==> config.mk <==
export PLATFORM = sky130hd
export DESIGN_NAME = fetch_queue_flat
export DESIGN_NICKNAME = d
export VERILOG_FILES = /design/src/rtl/fetch_queue_pkg.sv /design/src/rtl/fetch_queue_if.sv /design/src/rtl/fetch_queue_ram.sv /design/src/rtl/fetch_queue.sv /design/src/flat_wrapper.sv
export SDC_FILE = /design/constraint.sdc
export NUM_CORES = 1
export LEC_CHECK = 0
export BUFFER_PORTS_ARGS = -buffer_cell sky130_fd_sc_hd__buf_2
export CORE_MARGIN = 3
export CORE_UTILIZATION = 45
export DETAILED_ROUTE_END_ITERATION = 10
export GPL_TIMING_DRIVEN = 0
export PLACE_DENSITY = 0.65
export SETUP_SLACK_MARGIN = 0.2
export SYNTH_ARGS = -nofsm -noshare
export SYNTH_HDL_FRONTEND = slang
export SYNTH_SLANG_ARGS = --single-unit
==> constraint.sdc <==
create_clock -name clk -period 3.3 [get_ports clk]
set_input_delay 0.99 -clock clk [delete_from_list [all_inputs] [get_ports clk]]
set_output_delay 0.99 -clock clk [all_outputs]
set_load 0.02 [all_outputs]
==> src/rtl/fetch_queue_pkg.sv <==
// Shared CPU fetch-path definitions: bubble instruction and queue entry layout.
package fetch_queue_pkg;

  // addi x0, x0, 0 -- what decode sees when no fetch entry is valid
  localparam logic [31:0] NOP_INSTR = 32'h0000_0013;

  typedef struct packed {
    logic [31:0] instr;
    logic [31:0] pc_plus1;
  } fetch_entry_t;

endpackage

==> src/rtl/fetch_queue_if.sv <==
// Fetch-to-decode queue handshake bundle: push side, pop side, flush and occupancy.
interface fetch_queue_if #(
  parameter int DEPTH = 4
);
  logic                     flush_i;
  logic                     push_valid_i;
  logic [31:0]              push_instr_i;
  logic [31:0]              push_pc_plus1_i;
  logic                     push_ready_o;
  logic                     pop_valid_o;
  logic                     pop_ready_i;
  logic [31:0]              pop_instr_o;
  logic [31:0]              pop_pc_plus1_o;
  logic [$clog2(DEPTH):0]   count_o;

  // Queue side
  modport slave (
    input  flush_i, push_valid_i, push_instr_i, push_pc_plus1_i, pop_ready_i,
    output push_ready_o, pop_valid_o, pop_instr_o, pop_pc_plus1_o, count_o
  );

  // Pipeline side (fetch drives pushes, decode drives pops)
  modport master (
    output flush_i, push_valid_i, push_instr_i, push_pc_plus1_i, pop_ready_i,
    input  push_ready_o, pop_valid_o, pop_instr_o, pop_pc_plus1_o, count_o
  );
endinterface

==> src/rtl/fetch_queue_ram.sv <==
// Fetch queue storage: register array, synchronous write, asynchronous read, no reset.
module fetch_queue_ram
  import fetch_queue_pkg::*;
#(
  parameter int DEPTH = 4
) (
  input  logic                       clk,
  input  logic                       we,
  input  logic [$clog2(DEPTH)-1:0]   waddr,
  input  fetch_entry_t               wdata,
  input  logic [$clog2(DEPTH)-1:0]   raddr,
  output fetch_entry_t               rdata
);

  fetch_entry_t mem [DEPTH];

  // Write accepted entry on the rising edge
  always_ff @(posedge clk) begin
    if (we) begin
      mem[waddr] <= wdata;
    end
  end

  // Head entry read combinationally
  always_comb begin
    rdata = mem[raddr];
  end

endmodule

==> src/rtl/fetch_queue.sv <==
// Fetch-to-decode FIFO: pointers, occupancy and flow control around fetch_queue_ram.
module fetch_queue
  import fetch_queue_pkg::*;
#(
  parameter int DEPTH = 4
) (
  input  logic          clk,
  input  logic          reset,
  fetch_queue_if.slave  fq
);

  localparam int AW = $clog2(DEPTH);

  logic [AW-1:0] wr_ptr_q, wr_ptr_d;
  logic [AW-1:0] rd_ptr_q, rd_ptr_d;
  logic [AW:0]   count_q, count_d;
  logic          push_ready, pop_valid, push, pop;
  fetch_entry_t  wr_entry, head;

  // Handshake qualification; DEPTH is a power of two so the count MSB alone means full
  always_comb begin
    push_ready = !count_q[AW] && !fq.flush_i;
    pop_valid  = (count_q != '0) && !fq.flush_i;
    push       = fq.push_valid_i && push_ready;
    pop        = pop_valid && fq.pop_ready_i;
  end

  // Next pointer and occupancy; flush empties the queue without touching storage
  always_comb begin
    wr_ptr_d = wr_ptr_q;
    rd_ptr_d = rd_ptr_q;
    count_d  = count_q;
    if (fq.flush_i) begin
      wr_ptr_d = '0;
      rd_ptr_d = '0;
      count_d  = '0;
    end else begin
      if (push) wr_ptr_d = wr_ptr_q + AW'(1);
      if (pop)  rd_ptr_d = rd_ptr_q + AW'(1);
      case ({push, pop})
        2'b10:   count_d = count_q + (AW+1)'(1);
        2'b01:   count_d = count_q - (AW+1)'(1);
        default: count_d = count_q;
      endcase
    end
  end

  // Pointer and count registers, cleared asynchronously
  always_ff @(posedge clk or posedge reset) begin
    if (reset) begin
      wr_ptr_q <= '0;
      rd_ptr_q <= '0;
      count_q  <= '0;
    end else begin
      wr_ptr_q <= wr_ptr_d;
      rd_ptr_q <= rd_ptr_d;
      count_q  <= count_d;
    end
  end

  // Pack the offered entry for storage
  always_comb begin
    wr_entry.instr    = fq.push_instr_i;
    wr_entry.pc_plus1 = fq.push_pc_plus1_i;
  end

  fetch_queue_ram #(
    .DEPTH(DEPTH)
  ) u_ram (
    .clk  (clk),
    .we   (push),
    .waddr(wr_ptr_q),
    .wdata(wr_entry),
    .raddr(rd_ptr_q),
    .rdata(head)
  );

  // Drive outputs; an invalid head is presented as a bubble
  always_comb begin
    fq.push_ready_o   = push_ready;
    fq.pop_valid_o    = pop_valid;
    fq.pop_instr_o    = pop_valid ? head.instr    : NOP_INSTR;
    fq.pop_pc_plus1_o = pop_valid ? head.pc_plus1 : '0;
    fq.count_o        = count_q;
  end

endmodule

==> src/flat_wrapper.sv <==
// flat-port wrapper written by rule: the top's interface ports become plain ports
module fetch_queue_flat import fetch_queue_pkg::*;
#(
  parameter int DEPTH = 4
)
  (clk, reset, fq_flush_i, fq_push_valid_i, fq_push_instr_i, fq_push_pc_plus1_i, fq_pop_ready_i, fq_push_ready_o, fq_pop_valid_o, fq_pop_instr_o, fq_pop_pc_plus1_o, fq_count_o);
  fetch_queue_if #(.DEPTH(DEPTH)) fq_i ();
  input  logic clk;
  input  logic reset;
  input wire logic [$bits(fq_i.flush_i)-1:0] fq_flush_i;
  input wire logic [$bits(fq_i.push_valid_i)-1:0] fq_push_valid_i;
  input wire logic [$bits(fq_i.push_instr_i)-1:0] fq_push_instr_i;
  input wire logic [$bits(fq_i.push_pc_plus1_i)-1:0] fq_push_pc_plus1_i;
  input wire logic [$bits(fq_i.pop_ready_i)-1:0] fq_pop_ready_i;
  output wire logic [$bits(fq_i.push_ready_o)-1:0] fq_push_ready_o;
  output wire logic [$bits(fq_i.pop_valid_o)-1:0] fq_pop_valid_o;
  output wire logic [$bits(fq_i.pop_instr_o)-1:0] fq_pop_instr_o;
  output wire logic [$bits(fq_i.pop_pc_plus1_o)-1:0] fq_pop_pc_plus1_o;
  output wire logic [$bits(fq_i.count_o)-1:0] fq_count_o;
  assign fq_i.flush_i = fq_flush_i;
  assign fq_i.push_valid_i = fq_push_valid_i;
  assign fq_i.push_instr_i = fq_push_instr_i;
  assign fq_i.push_pc_plus1_i = fq_push_pc_plus1_i;
  assign fq_i.pop_ready_i = fq_pop_ready_i;
  assign fq_push_ready_o = fq_i.push_ready_o;
  assign fq_pop_valid_o = fq_i.pop_valid_o;
  assign fq_pop_instr_o = fq_i.pop_instr_o;
  assign fq_pop_pc_plus1_o = fq_i.pop_pc_plus1_o;
  assign fq_count_o = fq_i.count_o;
  fetch_queue #(.DEPTH(DEPTH)) u_core (.clk(clk), .reset(reset), .fq(fq_i));
endmodule
==> flow_metrics.env <==
export IMPL_die_width_um=156
export IMPL_max_cap_viol_count=0
export IMPL_avgRoutedWirePerCell_um=21.0
export IMPL_cts_tree="done"
export IMPL_holdCritPathClass="in -> async"
export IMPL_synthFlopType="edfxtp_1"
export IMPL_cts_buffer_depth=3
export IMPL_synth_fp_nets=529
export IMPL_fin_area_um2=12300
export IMPL_drt_iter0_drc=303
export IMPL_nFillCells=1676
export IMPL_final_common_cell="edfxtp_1"
export IMPL_setup_slack_ns=0.192
export IMPL_cts_sinks=263
export IMPL_fin_crit_ns=3.11
export IMPL_p_leak_uw=0.00430
export IMPL_setup_worst_path_end_class="output pin"
export IMPL_worst_slew_pin_slew_ns=0.611
export IMPL_rows=54
export IMPL_vias=4979
export IMPL_max_slew_margin_pct=59.3
export IMPL_grt_pass1_wl_um=30100
export IMPL_grt_start_max_net_pins=37
export IMPL_die_y_um=156
export IMPL_placed_area_um2=11300
export IMPL_crit_fanout=10
export IMPL_fin_nets=705
export IMPL_cp_common_cell="buf_12"
export IMPL_reg2regPathDepth=8
export IMPL_crit_reg2reg_launch="u_core.fq.count_o[2]"
export IMPL_synth_cells=455
export IMPL_final_cell_mix="edfxtp_1, buf_2, mux4_2"
export IMPL_place_congestion=0.783
export IMPL_post_route_period_util_pct=94.2
export IMPL_antenna_found_initial=2
export IMPL_clkTransAtPathRegs_ns=0.06
export IMPL_track_usage_pct=16.1
export IMPL_critical_path_max_stage_delay_ns=0.50
export IMPL_drt_wl_total_um=19500
export IMPL_seqCellArea_um2=7870
export IMPL_crit_path_start_kind="flop"
export IMPL_clkLatencyLatePin_ns=0.52
export IMPL_drc=0
export IMPL_dp_hpwl_um=12100
export IMPL_synth_edf_count=256
export IMPL_cts_htree_levels=1
export IMPL_syn_cell_area_um2=10100
export IMPL_path_cells="buf_12, buf_12, mux4_2, and2_1, buf_2"
export IMPL_root_buffer="clkbuf_16"
export IMPL_rsz0062_at_grt="yes"
export IMPL_vias_per_cell=5.35
export IMPL_rr_endpoint="u_core.fq.count_o[2]"
export IMPL_postRouteAntennaNets=0
export IMPL_power_density_nw_per_um2=656
export IMPL_portBuffers=137
export IMPL_first_global_vias=5380
export IMPL_reg2reg_slack_ns=0.68
export IMPL_synth_distinct_cells=30
export IMPL_slowest_stage="mux4_2"
export IMPL_dieArea_um2=24400
export IMPL_vdd_drop_max_mv=0.412
export IMPL_initial_core_util_pct=46.2
export IMPL_numCtsBuffers=27
export IMPL_arrival_ns=2.12
export IMPL_syn_avg_cell_area_um2=22.3
export IMPL_async_reset_ff_share_pct=2.66
export IMPL_setup_viol=0
export IMPL_pre_cts_ws_ns=-0.396
export IMPL_skew_ns=0.0157
export IMPL_antennaDiodeCount=0
export IMPL_synth_seq_cells=263
export IMPL_tns_ns=0
export IMPL_clock_fmax_mhz=322
export IMPL_io_pins=138
export IMPL_area_growth_pct=21.3
export IMPL_core_um2=22000
export IMPL_gr_total_overflow=0
export IMPL_final_hold_violation_count=0
export IMPL_required_ns=2.31
export IMPL_synth_seq_area_share_pct=77.6
export IMPL_drive_above_1_share_pct=43.2
export IMPL_dr_pass1_iters=4
export IMPL_path_class="reg -> out"
export IMPL_yosys_warnings=0
export IMPL_status="finished clean"
export IMPL_drv_slew=0
export IMPL_multi_input_area_um2=2170
-- sequential cells by signal, summed over array words and instances (netlist names) --
register	flops
u_core.rd_ptr_q	2
u_core.fq.count_o	3
u_core.u_ram.mem	256
u_core.wr_ptr_q	2
-- Yosys cell counts (2+ instances only) --
| library cell | number | area (µm²) |
|---|---|---|
| nand2b_1 | 2 | 12.5 |
| nor2_1 | 10 | 37.5 |
| dfrtp_1 | 7 | 175 |
| ha_1 | 4 | 50.1 |
| inv_1 | 3 | 11.3 |
| a21oi_1 | 3 | 15.0 |
| clkbuf_1 | 7 | 26.3 |
| edfxtp_1 | 256 | 7690 |
| buf_6 | 5 | 56.3 |
| mux4_2 | 64 | 1440 |
| and3_1 | 4 | 25.0 |
| or3_1 | 3 | 18.8 |
| and2_1 | 61 | 382 |
| buf_2 | 9 | 45.0 |
| xor2_1 | 2 | 17.5 |
-- what timing repair did --
action | CTS | global route
pin swaps | 2 | 0
setup endpoints to repair | 65 | 64
hold buffers | 0 | 0
resized for setup | 28 | 2
setup buffers | 5 | 1
-- per-stage QoR --
step	hold WS, ns	cells	power, µW	util, %
floorplan	0.562	455	4690	-
global placement	0.578	872	5040	50.9
detailed placement	0.615	876	5080	51.3
CTS	0.385	929	8170	56.0
global route	0.399	930	8400	56.0
finish	0.396	930	8070	56.0
-- power breakdown --
part / leakage [µW] / switching [µW] / total, µW / internal, µW
clock: 0.000416 / 1190 / 3000 / 1800
sequential: 0.00241 / 44.8 / 3850 / 3800
combinational: 0.00147 / 643 / 1220 / 578
-- layout make-up --
| cell class | instances | area share (%) |
|---|---|---|
| clock inverter | 17 | 1.53 |
| multi-input combinational | 168 | 17.7 |
| tap | 280 | 2.85 |
| buffer | 21 | 1.58 |
| inverter | 3 | 0.0916 |
| timing repair buffer | 147 | 6.69 |
| sequential | 263 | 64.0 |
| clock buffer | 31 | 5.62 |
-- routing by layer --
layer  routed length, µm  vias up  global-route usage, %
met2               10300      136                   28.6
met1                7660     2598                   20.3
met4                 399        4                   4.21
met3                1110       37                   3.27
met5                  21        -                      0
li1                    -     2204                      -
-- cell families after synthesis --
logic type               share of synthesized area, %
XOR/XNOR                                        0.259
flip-flops                                       77.6
AO/OA/AOI/OAI                                   0.444
multiplexers                                     14.4
adder cells (fa/ha/maj)                         0.691
buffers and inverters                            1.37
AND/OR/NAND/NOR                                  5.25
-- critical path, delay by kind of cell, from the launching register on --
family,cells,cell delay (ns)
DFF,1,0.41
buffers and inverters,3,0.48
and+or+nand+nor,1,0.19
muxes,1,0.50
-- worst max-delay path by stage --
stage	startpoint	slack, ns	to	depth (start not counted)
final	u_core.rd_ptr_q[0]	0.19	fq_pop_pc_plus1_o[24]	5
after global routing	u_core.rd_ptr_q[0]	0.09	fq_pop_pc_plus1_o[22]	5
after CTS	u_core.rd_ptr_q[0]	0.14	fq_pop_pc_plus1_o[24]	5
after detailed placement	fq_flush_i	-0.40	fq_pop_pc_plus1_o[20]	5
after global placement	fq_flush_i	-0.40	fq_pop_pc_plus1_o[24]	5
after floorplan	fq_flush_i	0.55	fq_pop_instr_o[22]	3
No activity file was read; power rests on OpenSTA's default activity.
